### src/rtl/hft_pkg.sv
// Shared types and default sizing for the arbitrage graph engines (relaxation writer, cycle detector).
// Vertex words are {valid, pred, weight}; weights are signed log-rates and a zero edge means "no edge".
package hft_pkg;

    localparam int DEF_NODES    = 4;
    localparam int PRED_WIDTH   = 1;
    localparam int WEIGHT_WIDTH = 7;
    localparam int VERT_WIDTH   = 10;

    localparam int DEF_PW = PRED_WIDTH + 1;
    localparam int DEF_WW = WEIGHT_WIDTH + 1;
    localparam int DEF_VW = VERT_WIDTH + 1;

    typedef struct packed {
        logic              valid;
        logic [DEF_PW-1:0] pred;
        logic [DEF_WW-1:0] weight;
    } vert_word_t;

    typedef enum logic [2:0] {
        ST_IDLE  = 3'd0,
        ST_INIT  = 3'd1,
        ST_READ  = 3'd2,
        ST_RELAX = 3'd3,
        ST_DONE  = 3'd4
    } relax_state_t;

    function automatic vert_word_t make_vert(input logic              valid,
                                             input logic [DEF_PW-1:0] pred,
                                             input logic [DEF_WW-1:0] weight);
        vert_word_t w;
        w.valid  = valid;
        w.pred   = pred;
        w.weight = weight;
        return w;
    endfunction

endpackage

### src/rtl/relax_alu.sv
// Relaxation decision for one edge: candidate distance, range check and improvement test.
// Latency: purely combinational.
// Backpressure: none; the caller decides whether the result is consumed.
module relax_alu
    import hft_pkg::*;
#(
    parameter int WW = DEF_WW
) (
    input  logic          edge_ok_i,
    input  logic          src_valid_i,
    input  logic [WW-1:0] src_weight_i,
    input  logic          dst_valid_i,
    input  logic [WW-1:0] dst_weight_i,
    input  logic [WW-1:0] edge_weight_i,
    output logic [WW-1:0] cand_o,
    output logic          update_o,
    output logic          ovf_o
);

    logic signed [WW:0] sum;
    logic               fits;
    logic               better;
    logic               active;

    always_comb begin
        sum    = $signed({src_weight_i[WW-1], src_weight_i})
               + $signed({edge_weight_i[WW-1], edge_weight_i});
        // The extra top bit disagrees with the WW-bit sign exactly when the sum left the range.
        fits   = (sum[WW] == sum[WW-1]);
        better = !dst_valid_i || ($signed(sum[WW-1:0]) < $signed(dst_weight_i));
        active = edge_ok_i && src_valid_i;

        cand_o   = sum[WW-1:0];
        update_o = active && fits && better;
        ovf_o    = active && !fits;
    end

endmodule

### src/rtl/bellman_ford_relax.sv
// Bellman-Ford relaxation over the adjacency matrix, writing {valid, pred, weight} words into vertmat.
// Latency: NODES init cycles plus 2*NODES^2 cycles per pass, at most NODES-1 passes.
// Backpressure: none; relax_start is ignored while busy, relax_done holds until the next start.
module bellman_ford_relax
    import hft_pkg::*;
#(
    parameter int NODES = DEF_NODES,
    parameter int PW    = DEF_PW,
    parameter int WW    = DEF_WW,
    parameter int VW    = DEF_VW
) (
    input  logic          clk,
    input  logic          relax_reset_n,
    input  logic          relax_start,
    input  logic [PW-1:0] src_vert,
    input  logic [WW-1:0] adjmat_q,
    input  logic [VW-1:0] vertmat_q_a,
    input  logic [VW-1:0] vertmat_q_b,
    output logic [PW-1:0] adjmat_row_addr,
    output logic [PW-1:0] adjmat_col_addr,
    output logic [PW-1:0] vertmat_addr_a,
    output logic [PW-1:0] vertmat_addr_b,
    output logic [VW-1:0] vertmat_data_b,
    output logic          vertmat_we_b,
    output logic          relax_busy,
    output logic          relax_done,
    output logic [PW-1:0] pass_count,
    output logic          overflow
);

    localparam logic [PW-1:0] LAST = PW'(NODES - 1);

    relax_state_t  state_q, state_d;
    logic [PW-1:0] i_q, i_d;
    logic [PW-1:0] j_q, j_d;
    logic [PW-1:0] pass_q, pass_d;
    logic [PW-1:0] src_q, src_d;
    logic          dirty_q, dirty_d;
    logic          ovf_q, ovf_d;

    logic [WW-1:0] alu_cand;
    logic          alu_update;
    logic          alu_ovf;
    logic          relax_wr;
    logic          pass_dirty;
    logic [PW-1:0] pass_next;

    // Predecessor fields of the read words play no part in relaxation.
    logic unused_pred;
    assign unused_pred = ^{vertmat_q_a[VW-2:WW], vertmat_q_b[VW-2:WW]};

    relax_alu #(
        .WW(WW)
    ) u_alu (
        .edge_ok_i    ((adjmat_q != '0) && (i_q != j_q)),
        .src_valid_i  (vertmat_q_a[VW-1]),
        .src_weight_i (vertmat_q_a[WW-1:0]),
        .dst_valid_i  (vertmat_q_b[VW-1]),
        .dst_weight_i (vertmat_q_b[WW-1:0]),
        .edge_weight_i(adjmat_q),
        .cand_o       (alu_cand),
        .update_o     (alu_update),
        .ovf_o        (alu_ovf)
    );

    assign relax_wr   = (state_q == ST_RELAX) && alu_update;
    assign pass_dirty = dirty_q || relax_wr;
    assign pass_next  = pass_q + PW'(1);

    always_ff @(posedge clk or negedge relax_reset_n) begin
        if (!relax_reset_n) begin
            state_q <= ST_IDLE;
            i_q     <= '0;
            j_q     <= '0;
            pass_q  <= '0;
            src_q   <= '0;
            dirty_q <= 1'b0;
            ovf_q   <= 1'b0;
        end else begin
            state_q <= state_d;
            i_q     <= i_d;
            j_q     <= j_d;
            pass_q  <= pass_d;
            src_q   <= src_d;
            dirty_q <= dirty_d;
            ovf_q   <= ovf_d;
        end
    end

    always_comb begin
        state_d = state_q;
        i_d     = i_q;
        j_d     = j_q;
        pass_d  = pass_q;
        src_d   = src_q;
        dirty_d = dirty_q;
        ovf_d   = ovf_q;
        unique case (state_q)
            ST_IDLE, ST_DONE: begin
                if (relax_start) begin
                    state_d = ST_INIT;
                    i_d     = '0;
                    j_d     = '0;
                    pass_d  = '0;
                    src_d   = src_vert;
                    dirty_d = 1'b0;
                    ovf_d   = 1'b0;
                end
            end
            ST_INIT: begin
                // j doubles as the init index so addr_b walks every vertex once.
                if (j_q == LAST) begin
                    state_d = ST_READ;
                    i_d     = '0;
                    j_d     = '0;
                end else begin
                    j_d = j_q + PW'(1);
                end
            end
            ST_READ: begin
                state_d = ST_RELAX;
            end
            ST_RELAX: begin
                dirty_d = pass_dirty;
                ovf_d   = ovf_q || alu_ovf;
                state_d = ST_READ;
                if (j_q != LAST) begin
                    j_d = j_q + PW'(1);
                end else begin
                    j_d = '0;
                    if (i_q != LAST) begin
                        i_d = i_q + PW'(1);
                    end else begin
                        i_d     = '0;
                        pass_d  = pass_next;
                        dirty_d = 1'b0;
                        if (!pass_dirty || (pass_next == LAST)) begin
                            state_d = ST_DONE;
                        end
                    end
                end
            end
            default: begin
                state_d = ST_IDLE;
            end
        endcase
    end

    always_comb begin
        relax_busy     = 1'b0;
        relax_done     = 1'b0;
        vertmat_we_b   = 1'b0;
        vertmat_data_b = '0;
        unique case (state_q)
            ST_INIT: begin
                relax_busy     = 1'b1;
                vertmat_we_b   = 1'b1;
                vertmat_data_b = {(j_q == src_q), j_q, {WW{1'b0}}};
            end
            ST_READ: begin
                relax_busy = 1'b1;
            end
            ST_RELAX: begin
                relax_busy = 1'b1;
                if (relax_wr) begin
                    vertmat_we_b   = 1'b1;
                    vertmat_data_b = {1'b1, i_q, alu_cand};
                end
            end
            ST_DONE: begin
                relax_done = 1'b1;
            end
            default: begin
                relax_busy = 1'b0;
            end
        endcase
    end

    assign adjmat_row_addr = i_q;
    assign adjmat_col_addr = j_q;
    assign vertmat_addr_a  = i_q;
    assign vertmat_addr_b  = j_q;
    assign pass_count      = pass_q;
    assign overflow        = ovf_q;

endmodule

### config.mk
export PLATFORM = sky130hd
export DESIGN_NAME = bellman_ford_relax
export DESIGN_NICKNAME = d
export VERILOG_FILES = /design/src/rtl/hft_pkg.sv /design/src/rtl/relax_alu.sv /design/src/rtl/bellman_ford_relax.sv
export SDC_FILE = /design/constraint.sdc
export NUM_CORES = 1
export LEC_CHECK = 0
export BUFFER_PORTS_ARGS = -buffer_cell sky130_fd_sc_hd__buf_4
export CAP_MARGIN = 20
export CELL_PAD_IN_SITES_DETAIL_PLACEMENT = 1
export CELL_PAD_IN_SITES_GLOBAL_PLACEMENT = 2
export CORE_ASPECT_RATIO = 0.7
export CORE_MARGIN = 8
export CORE_UTILIZATION = 27
export CTS_CLUSTER_DIAMETER = 30
export DETAILED_ROUTE_END_ITERATION = 16
export GPL_ROUTABILITY_DRIVEN = 0
export GPL_TIMING_DRIVEN = 1
export PLACE_DENSITY_LB_ADDON = 0.1
export SYNTH_ARGS = -nofsm -noshare
export SYNTH_HDL_FRONTEND = slang
export SYNTH_HIERARCHICAL = 1
export SYNTH_SLANG_ARGS = --single-unit
### constraint.sdc
create_clock -name clk -period 9.1 [get_ports clk]
set_input_delay 2.73 -clock clk [delete_from_list [all_inputs] [get_ports clk]]
set_output_delay 2.73 -clock clk [all_outputs]
set_load 0.005 [all_outputs]
Word level (Yosys, flattened, before mapping)
Cells that the tools add are included.
{"block": "totals", "regBits": 13, "in_bits": 35, "output_inout_bits": 25, "word_cells": 80}
{"block": "classes", "add_sub_neg": 4, "order_cmp": 1, "n_eq_ne": 15, "muxes": 28, "n_reduce_logical": 25}
{"cell": "$pmux 11 s2", "n": 1}
{"cell": "$mux 2", "n": 8}
{"cell": "$mux 3", "n": 5}
{"cell": "$ne 2x2->1 const B", "n": 6}
{"cell": "$pmux 2 s3", "n": 2}
{"cell": "$pmux 3 s4", "n": 1}
{"cell": "$mux 11", "n": 1}
{"cell": "$add 8x8->9", "n": 1}
{"cell": "$lt 8x8->1", "n": 1}
{"cell": "$reduce_and 2->1", "n": 4}
{"cell": "$reduce_and 4->1", "n": 2}
{"cell": "$reduce_bool 8->1", "n": 1}
{"cell": "$add 2x1->2 const B", "n": 3}
{"cell": "$eq 3x2->1 const B", "n": 2}
{"cell": "$logic_and 1x1->1", "n": 6}
{"cell": "$mux 1", "n": 6}
{"cell": "$pmux 1 s2", "n": 3}
{"cell": "$eq 2x2->1 const B", "n": 2}
{"cell": "$logic_or 1x1->1", "n": 4}
{"cell": "$pmux 2 s2", "n": 1}
{"cell": "$eq 3x1->1 const B", "n": 1}
{"cell": "$eq 3x3->1 const B", "n": 1}
{"cell": "$logic_not 1->1", "n": 3}
{"cell": "$logic_not 3->1", "n": 1}
{"cell": "other kinds (7)", "n": 7}

Longest topological paths before layout
{"block": "depth", "word_depth": 13, "ltp_mapped": 16}

Cells and area by module
The synthesis kept the hierarchy.
{"mod": "bellman_ford_relax", "instances": 1, "cells_each": 90, "area_each_um2": 853.3, "seq_area_each_um2": 325.3}
{"mod": "relax_alu", "instances": 1, "cells_each": 71, "area_each_um2": 560.5, "seq_area_each_um2": 0.0}

Worst setup path before layout
No wires, ideal clock.
{"block": "synth_path", "path_type": "input to output", "start": "input vertmat_q_a[0]", "end": "output vertmat_data_b[0]", "t_arrival_ns": 5.406, "setup_slack_ns": 0.964, "path_stages": 15, "cell_sequence": "ha_1 > fa_1 > a21o_1 > a21oi_1 > o21bai_1 > a21oi_1 > xnor2_1 > ha_1 > nand3_1 > nor3_1 > o221ai_1 > and3b_1 > and4b_1 > clkbuf_2 > and2_1"}
{"block": "synth_between", "elab_chain_len": 7, "elab_cells_between_ends": 9}
{"element": "start: declaration", "line": "bellman_ford_relax.sv:17", "rtl": "input logic [VW-1:0] vertmat_q_a,"}
{"element": "$add 8x8->9", "line": "relax_alu.sv:27", "rtl": "+ $signed({edge_weight_i[WW-1], edge_weight_i});"}
{"element": "net alu_cand[6]", "line": "bellman_ford_relax.sv:41", "rtl": "logic [WW-1:0] alu_cand;"}
{"element": "$lt 8x8->1", "line": "relax_alu.sv:30", "rtl": "better = !dst_valid_i || ($signed(sum[WW-1:0]) < $signed(dst_weight_i));"}
{"element": "$logic_or 1x1->1", "line": "relax_alu.sv:30"}
{"element": "$logic_and 1x1->1", "line": "relax_alu.sv:34", "rtl": "update_o = active && fits && better;"}
{"element": "net alu_update", "line": "bellman_ford_relax.sv:42", "rtl": "logic alu_update;"}
{"element": "$logic_and 1x1->1", "line": "bellman_ford_relax.sv:66", "rtl": "assign relax_wr = (state_q == ST_RELAX) && alu_update;"}
{"element": "$mux 11", "line": "bellman_ford_relax.sv:165", "rtl": "if (relax_wr) begin"}
{"element": "$pmux 11 s2", "line": "bellman_ford_relax.sv:154", "rtl": "unique case (state_q)"}
{"element": "end: declaration", "line": "bellman_ford_relax.sv:23", "rtl": "output logic [VW-1:0] vertmat_data_b,"}
The timed path passes the listed nets, and every way through them passes these cells.

Final worst setup path
{"block": "layout_path", "start": "input vertmat_q_a[0]", "end": "output vertmat_data_b[4]"}
Same word-level chain as after synthesis.

==> results.md <==
- Fin. max-slew vios: 0
- Max-Cap Viols: 0
- Max frequency: 114 MHz
- Mapped cell area: 1410 um^2
- Clock sinks: 13
- DR vias: 1,373
- Clk_skew: 0.00555 ns
- Register Area: about 330 um^2
- Global-route wire length before repair: 7360 um
- Main synth FF type: dfrtp_1
- CP arrival: ~6 ns
- Worst-skew pair later-pin latency: 0.25 ns
- Post-CTS resize count: 0
- Setup TNS: 0 ns
- Most frequent cells in the layout: 55 x buf_4, 18 x ha_1, 15 x inv_1, 14 x a21oi_1, 13 x dfrtp_1
- GRT overflow: 0
- Final setup fails: 0
- Largest net degree at the start of global routing: 18
- Clk root buf: clkbuf_8
- DR vias/cell: 4.85
- Area occupied by multi-input gates: 975 um^2
- DRC Markers: 0
- Clk buf depth: 2
- Die footprint: a little under 8000 um^2
- Relative slew slack: 0.643
- WHS: approximately 0.5 ns
- Initial detailed-routing violation count: 30
- Register area share after synthesis: 0.230
- Layout fillers: about 620
- Post-Syn Area per Cell: ~8.8 um^2
- Detailed Route WL: 4450 um
- Initial core utilization: 0.275
- Crit-path max FO: 9
- Ys Warns: 6
- Crit path time final: 8.79 ns
- Worst-path clk slew: 0.05 ns
- Final Hold Fails: 0
- IO Count: 60
- Yosys cell types: 49
- Worst Setup End Kind: primary output
- Synthesized flop and latch total: 13
- P&R area growth vs syn: 34.7%
- Asr flop ratio synth: 1.00
- DR pass1 iterations: 3
- RSZ-0062 raised after global routing: no
- Nets: 266
- CTS H-Tree Depth: 1
- Post-CTS Setup Inserts: 0
- Leakage: 0.951 nW
- Kind of critical path: in2out
- TritonCTS clock tree: yes
- Layout cells sized above 1: 0.308
- Final ANT Viol Nets: 0
- Std-Cell Rows: 22
- Post-CTS Hold Fix Bufs: 0
- HP Class: reg2reg
- Die Ht: 76.5 um
- Die width: 102 um
- Post-synth EDFFs: 0
- PwrDens: 203 nW/um^2
- Detailed Place HPWL: roughly 3900 um
- Antenna cells: 0
- Syn nets: 215
- Worst-margin pin slew: 0.536 ns
- Final Cycle Share: 0.966
- Core ar.: about 5100 um^2
- Vias in the first global route: 1,463
- Outcome: finished, final reports clean
- Commonest non-fill, non-tap cell in the layout: buf_4
- Mapped Cells: 161
- Maximum VDD drop: 0.101 mV
- Startpoint types: primary input
- Gr usage total: 0.115
- Initial antenna violation count: 0
- WP data required: 6.37 ns
- WL/cell: 15.7 um
- Num CTS Buffers: 3
- PortBufs: 55
==> cells in the mapped netlist, types with 2 or more instances <==
library cell | n | area, um^2
a2111oi_0 | 2 | 17.5
a21o_1 | 3 | 22.5
a21oi_1 | 14 | 70.1
a22o_1 | 2 | 17.5
a32o_1 | 2 | 20.0
and2_1 | 11 | 68.8
buf_2 | 3 | 15.0
buf_4 | 5 | 37.5
dfrtp_1 | 13 | 325
ha_1 | 18 | 225
inv_1 | 15 | 56.3
mux2_2 | 2 | 22.5
mux2i_1 | 2 | 20.0
nand2_1 | 6 | 22.5
nand2b_1 | 4 | 25.0
nand3_1 | 7 | 35.0
nor2_1 | 6 | 22.5
nor3_1 | 2 | 10.0
nor3b_1 | 2 | 15.0
nor4_1 | 2 | 12.5
o21a_1 | 2 | 15.0
o21bai_1 | 3 | 22.5
o22ai_1 | 2 | 12.5
xnor2_1 | 6 | 52.6
xor2_1 | 3 | 26.3
==> state kept, by name (all words and copies together) (netlist names) <==
signal	count
src_q	2
dirty_q	1
adjmat_row_addr	2
overflow	1
pass_count	2
state_q	3
adjmat_col_addr	2
==> final timing paths <==
kind / start / endpoint / slack [ns] / cells past startpoint
min in group asynchronous: relax_reset_n / state_q[0] / 2.33 / 1
setup reg to reg: adjmat_col_addr[0] / state_q[1] / 7.13 / 7
hold / removal: overflow / overflow / 0.50 / 1
hold reg to reg: overflow / overflow / 0.50 / 1
max in group asynchronous: relax_reset_n / src_q[0] / 6.60 / 1
setup / recovery: vertmat_q_a[0] / vertmat_data_b[4] / 0.31 / 16
==> through the flow <==
| step | total power, mW | instances | area, um^2 | util | setup slack, ns |
|---|---|---|---|---|---|
| floorplan | 0.255 | 161 | 1410 | - | 0.964 |
| global placement | 0.331 | 279 | 1860 | 0.361 | 0.364 |
| detailed placement | 0.339 | 279 | 1860 | 0.361 | 0.294 |
| CTS | 0.393 | 283 | 1900 | 0.370 | 0.285 |
| global route | 0.423 | 283 | 1900 | 0.370 | 0.0580 |
| finish | 0.387 | 283 | 1900 | 0.370 | 0.307 |
==> routing by layer <==
metal  track usage  vias up  wire (um)
met5             0        -          0
met4        0.0175        0         24
met3        0.0283        4        207
met2         0.173       28       1960
met1         0.162      665       2260
li1              -      676          -
==> critical path, stage by stage <==
cell and delay, ns:
buf_4 0.11, ha_1 0.23, fa_1 0.42, a21o_1 0.17
a21oi_1 0.28, o21bai_1 0.10, a21oi_1 0.18, xnor2_1 0.21
ha_1 0.31, nand3_1 0.09, nor3_1 0.05, o221ai_1 0.21
and3b_1 0.32, and4b_1 0.37, and2_1 0.17, buf_4 0.11
==> power by group <==
part           internal (mW)  switching [mW]  leakage (nW)
clock network         0.0309          0.0211        0.0228
logic                  0.117          0.0948         0.769
registers             0.0817          0.0408         0.159
total                  0.230           0.157         0.951
==> layout make-up <==
cell class	count	share of cell area
multi-input combinational	124	0.512
timing repair buffer	55	0.217
tap	72	0.0473
inverter	15	0.0296
sequential	13	0.171
clock buffer	4	0.0237
==> cells by family (layout without fill, tap and decap cells) <==
logic type	count (synthesis)	in the layout	share of synthesized area
muxes	4	4	0.0301
buffers and inverters	24	74	0.0805
DFF	13	13	0.230
AOI/OAI and AO/OA	41	41	0.210
adders and majority gates	19	19	0.173
and+or+nand+nor	51	51	0.220
xor gates and xnor gates	9	9	0.0558
Power figures use the tool's default switching activity.
